`src/rtl/csd2bin_pipe.sv`:
```
// Pipelined borrow-save (CSD) to two's complement converter.
// Segment k is summed in stage k; the word rides along the pipe so all result bits leave together.
module csd2bin_pipe #(
  parameter int unsigned W   = 64,
  parameter int unsigned S   = 4,
  parameter int unsigned SAT = 0
) (
  input  logic           clk,
  input  logic           arst,
  input  logic           in_valid,
  output logic           in_ready,
  input  logic [2*W-1:0] x,
  output logic           out_valid,
  input  logic           out_ready,
  output logic [W-1:0]   y,
  output logic           ovf
);

  localparam int unsigned G = W / S;

  // Stage k register: r holds result bits for segments 0..k and raw data bits above,
  // s holds the sign bits still to be consumed, c is the carry out of segment k.
  logic           v_q   [S];
  logic           c_q   [S];
  logic [W-1:0]   r_q   [S];
  logic [W-1:0]   s_q   [S];
  logic           ovf_q;

  logic           v_d   [S];
  logic           c_d   [S];
  logic [W-1:0]   r_d   [S];
  logic [W-1:0]   s_d   [S];
  logic           ovf_d;

  logic           src_v [S];
  logic           src_c [S];
  logic [W-1:0]   src_r [S];
  logic [W-1:0]   src_s [S];

  logic           en;

  assign en       = out_ready | ~v_q[S-1];
  assign in_ready = en;

  // Stage inputs: stage 0 splits the digit pairs with carry-in 1, later stages read their predecessor.
  always_comb begin
    for (int k = 0; k < S; k++) begin
      src_v[k] = 1'b0;
      src_c[k] = 1'b0;
      src_r[k] = '0;
      src_s[k] = '0;
    end
    src_v[0] = in_valid;
    src_c[0] = 1'b1;
    for (int i = 0; i < W; i++) begin
      src_r[0][i] = x[2*i];
      src_s[0][i] = x[2*i+1];
    end
    for (int k = 1; k < S; k++) begin
      src_v[k] = v_q[k-1];
      src_c[k] = c_q[k-1];
      src_r[k] = r_q[k-1];
      src_s[k] = s_q[k-1];
    end
  end

  // Per-segment d + ~s + carry; the last stage also derives overflow and optional saturation.
  always_comb begin
    logic [G:0]   seg;
    logic [G-1:0] dseg;
    logic [G-1:0] nseg;
    logic         yw;
    seg   = '0;
    dseg  = '0;
    nseg  = '0;
    yw    = 1'b0;
    ovf_d = 1'b0;
    for (int k = 0; k < S; k++) begin
      v_d[k] = src_v[k];
      s_d[k] = src_s[k];
      r_d[k] = src_r[k];
      dseg   = src_r[k][k*G +: G];
      nseg   = ~src_s[k][k*G +: G];
      seg    = {1'b0, dseg} + {1'b0, nseg} + {{G{1'b0}}, src_c[k]};
      r_d[k][k*G +: G] = seg[G-1:0];
      c_d[k] = seg[G];
    end
    yw    = ~c_d[S-1];
    ovf_d = yw ^ r_d[S-1][W-1];
    if ((SAT != 0) && ovf_d) begin
      r_d[S-1] = yw ? {1'b1, {(W-1){1'b0}}} : {1'b0, {(W-1){1'b1}}};
    end
  end

  // Whole pipe advances together; a stall freezes every stage including the output.
  always_ff @(posedge clk or posedge arst) begin
    if (arst) begin
      for (int k = 0; k < S; k++) begin
        v_q[k] <= 1'b0;
        c_q[k] <= 1'b0;
        r_q[k] <= '0;
        s_q[k] <= '0;
      end
      ovf_q <= 1'b0;
    end else if (en) begin
      for (int k = 0; k < S; k++) begin
        v_q[k] <= v_d[k];
        c_q[k] <= c_d[k];
        r_q[k] <= r_d[k];
        s_q[k] <= s_d[k];
      end
      ovf_q <= ovf_d;
    end
  end

  assign out_valid = v_q[S-1];
  assign y         = r_q[S-1];
  assign ovf       = ovf_q;

endmodule

```
`config.mk`:
```
export PLATFORM = sky130hd
export DESIGN_NAME = csd2bin_pipe
export DESIGN_NICKNAME = d
export VERILOG_FILES = /design/src/rtl/csd2bin_pipe.sv
export SDC_FILE = /design/constraint.sdc
export NUM_CORES = 1
export LEC_CHECK = 0
export CORE_MARGIN = 8
export CORE_UTILIZATION = 35
export CTS_BUF_LIST = sky130_fd_sc_hd__clkbuf_4 sky130_fd_sc_hd__clkbuf_8
export CTS_CLUSTER_SIZE = 8
export DETAILED_ROUTE_END_ITERATION = 6
export PLACE_DENSITY = 0.65
export SETUP_SLACK_MARGIN = 0.05
export SYNTH_ARGS = -nofsm -noshare
export SYNTH_HDL_FRONTEND = slang
export SYNTH_SLANG_ARGS = --single-unit
```
`constraint.sdc`:
```
create_clock -name clk -period 18.15 [get_ports clk]
set_clock_uncertainty 0.15 [all_clocks]
set_input_delay 3.63 -clock clk [delete_from_list [all_inputs] [get_ports clk]]
set_output_delay 3.63 -clock clk [all_outputs]
set_load 0.1 [all_outputs]
```
==> summary.txt, run 1 <==
Leak - 10.0 nW
Final Util - 42.4%
clock sinks - 360
Post-CTS Setup Inserts - 0
P_int - 2.26 mW
vias per cell - 4.60
Post-Syn Area - 0.0166 mm²
required time worst endpoint - 14.37 ns
fmax - 0.101 GHz
Synth Instances - 1890
CP max stage delay - 1.27 ns
# resized after CTS - 0
Worst Setup SP - out_ready
CP Capture Type - output pin
H-tree Lvls - 3
met2 wire len - 17.0 mm
cell repeated most along the worst path - clkdlybuf4s50_1
status - finished, final reports clean
grt total ovfl - 0
CP Launch Type - input port
Reg2Reg Setup Slack - 14.57 ns
Hold Path Origin - r_d[185]
CP top delay family - buffers and inverters
Iteration-0 DRC Markers - 861
Sequential Power Share - 32.8%
vias in the first global route - 12.6k
crit path DAT - 6.09 ns
Nets - 2219
DRT antenna net count - 0
Clock transition at path regs - 0.06 ns
Final setup viols - 0
reg2reg end - r_d[95]
crit-path max FO - 149
global-route total usage across every layer - 13.4%
Reg2Reg Depth - 6
critical path's slowest cell - clkdlybuf4s50_1
Switching Fraction - 44.7%
VDD IR max - 0.120 mV
most frequent cells after synthesis - 829 x nand2_1, 360 x dfrtp_1, 83 x o21ai_0, 78 x inv_1, 72 x clkbuf_1
row cnt - 80
kind of critical path - in2out
clock share of power - 19.5%
drc violations - 0
Longest Clk Path Bufs - 3
FFs w/ async S/R, synth - 100%
Slew @ Worst Pin - 1.20 ns
Ys Warns - 0
first-pass GRT wire length - 61.0 mm
RR Startpoint - out_valid
syn_nets - 2090
area fraction of the dominant cell type after synthesis - 54.2%
Placeable Area - 0.0473 mm²
GPL Wtd Cong - 0.815
worst hold endpoint - r_d[121]
clock insertion delay at the later pin of the skew report - 0.61 ns
Metal-1 WL - 16.6 mm
Chip Height - 234 µm
Area Growth Syn to Fin - 20.7%
Worst Hold Class - reg2reg
top layer in use - met4
CP cell instances - clkdlybuf4s50_1, nor2b_4, inv_8, clkdlybuf4s50_1
initial antenna violation count - 1
Synth Flop Type - dfrtp_1
Seq/Total Area, Yosys - 54.2%
top-level I/O count - 199
P_sw - 1.82 mW
Num CTS Buffers - 66
die boundary width - 234 µm
routed wl met3 - 1.78 mm
unrepaired setup endpoints after global routing - false
slew margin rel. - 19.5%
synth top area cells - dfrtp_1 54%, nand2_1 19%, ha_1 4.6%, buf_4 2.9%, o21ai_0 2.5%
Detailed Routing Iterations Pass 1 - 5
Tmin final - 9.87 ns
largest net degree at the start of global routing - 218
post-DP HPWL - 24.0 mm
Max Slew Vio Count - 0
setup_tns - 0 ns
final hold vios - 0
combinational power share - 47.7%
hold_buf cts - 0
total number of vias - 12.3k
Total Wirelength - 36.2 mm
Initial Utilization - 35.1%
Synth cell types - 59
most numerous cell in the Yosys netlist - nand2_1
hold depth - 2
Yosys top cell by area - dfrtp_1
PortBufs - 198
flops & latches, synth - 360
Cell Pwr Density - 203 mW/mm²
TritonCTS clock tree - built
CTS root buf - clkbuf_8
WP buf/inv - 3
Die Area - 0.0547 mm²
EDFF count, synth - 0
Levels on crit path - 4
Max-Cap Viols - 0
final period utilization - 54.4%
mean post-synth cell area - 8.80 µm²
layout cells sized above 1 - 6.60%
drt wl/cell - 13.5 µm
[cells by family (layout without fill, tap and decap cells)]
family / Yosys count / in the layout / synth area share (%)
muxes: 3 / 3 / 0.188
other: 0 / 1 / 0
DFF: 360 / 360 / 54.2
adders and majority gates: 68 / 68 / 5.43
and+or+nand+nor: 954 / 954 / 22.6
xor gates and xnor gates: 44 / 44 / 2.32
AOI/OAI and AO/OA: 238 / 238 / 8.79
buffers and inverters: 223 / 395 / 6.49
[worst reg2reg max path: cells and delay by family, from the launching register on]
kind,cells,cell delay [ns]
flip-flops,1,0.41
AO/OA/AOI/OAI,2,0.45
AND/OR/NAND/NOR,1,0.17
buffers and inverters,3,2.29
[power groups by stage]
stage,logic (mW),clock network (mW),registers [mW]
CTS,1.97,0.829,1.34
finish,1.95,0.795,1.34
global placement,1.92,0,1.34
global route,2.15,0.860,1.38
detailed placement,1.96,0,1.35
floorplan,1.63,0,1.31
[registers in the layout, indices dropped and copies added (netlist names)]
name,cells
r_d,144
s_d,96
y,64
r_q,48
c_q,3
src_v,3
out_valid,1
ovf,1
[stage by stage]
step,hold WS (ns),power (mW),setup WS (ns),instance area (µm²),instances
finish,0.304,4.08,8.28,20100,2678
global route,0.328,4.39,8.19,20100,2678
CTS,0.309,4.14,8.29,20100,2677
detailed placement,0.305,3.32,8.29,18700,2566
global placement,0.298,3.26,8.28,18700,2566
floorplan,0.280,2.94,4.38,16600,1890
[placed cells by master, fill, tap and decap left out, types with 7 or more instances in the layout]
cell / n
clkdlybuf4s50_1: 198
clkbuf_8: 85
fa_1: 7
xor2_1: 25
o21ai_0: 83
o21ai_1: 18
ha_1: 61
nor2_1: 61
nor2b_1: 11
o21a_1: 19
inv_1: 77
nor3_1: 9
nand2b_1: 15
a21oi_1: 59
o31ai_1: 10
clkbuf_4: 18
xnor2_1: 19
dfrtp_1: 360
nand2_1: 829
a21o_1: 12
[cell type report]
class,count,area [µm²]
multi-input cells,1307,6550
inverters,79,312
diodes,1,2.50
well taps,615,769
repair buffers,205,2060
fillers,4625,27300
clock buffers,103,1310
flip-flops and latches,360,9010
clock inverters,8,67.6
[metal layers]
metal  vias to the layer above  global-route usage, %
met2                       240                   21.5
met4                         0                   5.43
met1                      5837                   17.3
li1                       6186                      -
met5                         -                      0
met3                        56                   3.25
[worst max-delay path by stage]
stage | end | slack [ns]
finish | in_ready | 8.28
global route | in_ready | 8.19
CTS | in_ready | 8.29
detailed placement | in_ready | 8.29
global placement | in_ready | 8.28
floorplan | c_q[1] | 4.38
Power figures use the tool's default switching activity.
==> run 2, diff against run 1 <==
--- a/config.mk
+++ b/config.mk
@@ -10,7 +10,7 @@
 export CTS_BUF_LIST = sky130_fd_sc_hd__clkbuf_4 sky130_fd_sc_hd__clkbuf_8
 export CTS_CLUSTER_SIZE = 8
 export DETAILED_ROUTE_END_ITERATION = 6
-export PLACE_DENSITY = 0.65
+export PLACE_DENSITY = 0.67
 export SETUP_SLACK_MARGIN = 0.05
 export SYNTH_ARGS = -nofsm -noshare
 export SYNTH_HDL_FRONTEND = slang
==> constraint.sdc (replaced) <==
create_clock -name clk -period 8.5 [get_ports clk]
set_clock_uncertainty 0.15 [all_clocks]
set_input_delay 1.7 -clock clk [delete_from_list [all_inputs] [get_ports clk]]
set_output_delay 1.7 -clock clk [all_outputs]
set_load 0.1 [all_outputs]
==> run 2 against run 1 <==
Wire length decreased by 0.94%. Largest cell class unchanged. Core utilization is 0.30 points lower. Via count decreased by 0.54%. First-iteration DRC count down 18%. Register-to-register slack worse by 9.6 ns. Cell area down 0.70%. Setup slack worse by 5.6 ns. Critical endpoint unchanged. Largest power group unchanged. Critical path depth did not move.
==> summary.txt, run 2 (synthesis gave the netlist of run 1 again) <==
status - finished, final reports clean
Total Wirelength - 35.9 mm
cell repeated most along the worst path - clkdlybuf4s50_1
dpl cells - 2566
drc violations - 0
critical path's slowest cell - clkdlybuf4s50_1
clock insertion delay at the later pin of the skew report - 0.62 ns
Chip Height - 234 µm
most common cell after layout, fill and taps aside - nand2_1
hold_buf cts - 0
Iteration-0 DRC Markers - 706
kind of critical path - in2out
setup_tns - 0 ns
max reg flops - 144
Placeable Area - 0.0473 mm²
Max Slew Vio Count - 0
VDD IR max - 0.308 mV
Detailed Routing Iterations Pass 1 - 5
CP top delay family - buffers and inverters
GPL Wtd Cong - 0.799
H-tree Lvls - 2
WP buf/inv - 3
Area Growth Syn to Fin - 19.9%
row cnt - 80
required time worst endpoint - 6.65 ns
Tmin final - 5.85 ns
vias in the first global route - 12.1k
Max-Cap Viols - 0
vias per cell - 4.59
Longest Clk Path Bufs - 3
most frequent cells in the layout - 829 x nand2_1, 360 x dfrtp_1, 198 x clkdlybuf4s50_1, 83 x o21ai_0, 77 x inv_1
first-pass GRT wire length - 59.5 mm
CTS root buf - clkbuf_8
final period utilization - 68.8%
TritonCTS clock tree - built
initial antenna violation count - 1
Final Util - 42.1%
# resized after CTS - 0
grt total ovfl - 0
Worst Hold Class - reg2reg
Filler cells - 4666
die boundary width - 234 µm
layout cells sized above 1 - 6.23%
Slew @ Worst Pin - 1.19 ns
DRT antenna net count - 0
CP Capture Type - output pin
post-DP HPWL - 24.0 mm
CP cell instances - clkdlybuf4s50_1, nor2b_4, inv_8, clkdlybuf4s50_1
Final Instance Area - 0.0199 mm²
multi-input logic area - 0.00655 mm²
crit-path max FO - 115
Clock transition at path regs - 0.06 ns
PortBufs - 198
Leak - 9.95 nW
final hold vios - 0
Post-CTS Setup Inserts - 0
total number of vias - 12.3k
Num CTS Buffers - 61
slew margin rel. - 20.4%
unrepaired setup endpoints after global routing - false
drt wl/cell - 13.4 µm
clock sinks - 360
Die Area - 0.0547 mm²
largest net degree at the start of global routing - 233
global-route total usage across every layer - 13.0%
register area - 0.00901 mm²
Initial Utilization - 35.1%
fmax - 0.171 GHz
crit path DAT - 4.00 ns
Cell Pwr Density - 430 mW/mm²
Final Non-Filler Cells - 2670
CP Launch Type - input port
Final setup viols - 0
CP max stage delay - 1.25 ns
Nets - 2214
placed cell area - 0.0187 mm²
top-level I/O count - 199
## run 2: cell types whose count changed in the layout (fill, tap and decap cells not counted), sizes merged
| cell | before | now |
|---|---|---|
| inv | 79 | 78 |
| clkbuf | 103 | 94 |
| clkinv | 6 | 8 |
## run 2: final timing paths
check | endpoint | slack (ns) | depth (start not counted) | start
max in group asynchronous | s_d[175] | 5.44 | 3 | arst
min | y[28] | 0.31 | 2 | r_d[28]
max reg2reg | r_d[95] | 4.95 | 6 | out_valid
min in group asynchronous | y[12] | 1.40 | 2 | arst
max | in_ready | 2.65 | 4 | out_ready
min reg2reg | y[28] | 0.31 | 2 | r_d[28]
## run 2: power breakdown
group / switching [mW] / internal [mW]
clock network: 0.675 / 0.882
logic: 2.81 / 1.35
registers: 0.388 / 2.47
total: 3.88 / 4.70
## run 2: layer usage
metal  global-route usage [%]  up-vias  wire length (µm)
met2                     20.9      232             16600
met4                     5.21        0              1000
met3                     2.54       66              1630
met1                     17.2     5784             16700
met5                        0        -                 0
li1                         -     6170                 -
## run 2: area by class of cell
cell class | count | share of cell area [%]
Sequential cell | 360 | 45.2
Timing Repair Buffer | 205 | 10.4
Inverter | 79 | 1.54
Antenna cell | 1 | 0.0126
Tap cell | 615 | 3.86
Multi-Input combinational cell | 1307 | 32.9
Clock inverter | 9 | 0.370
Clock buffer | 94 | 5.77
## run 2: tightest hold or removal path, delay by kind of cell, from the launching register on
kind / cells / cell delay, ns
DFF: 1 / 0.34
and+or+nand+nor: 2 / 0.10
## run 2: through the flow
stage,hold WS [ns],worst slack (ns),power [mW]
CTS,0.308,2.64,8.70
detailed placement,0.305,2.64,7.08
finish,0.313,2.65,8.58
global route,0.326,2.57,9.22
floorplan,0.280,1.82,6.29
global placement,0.299,2.64,6.96
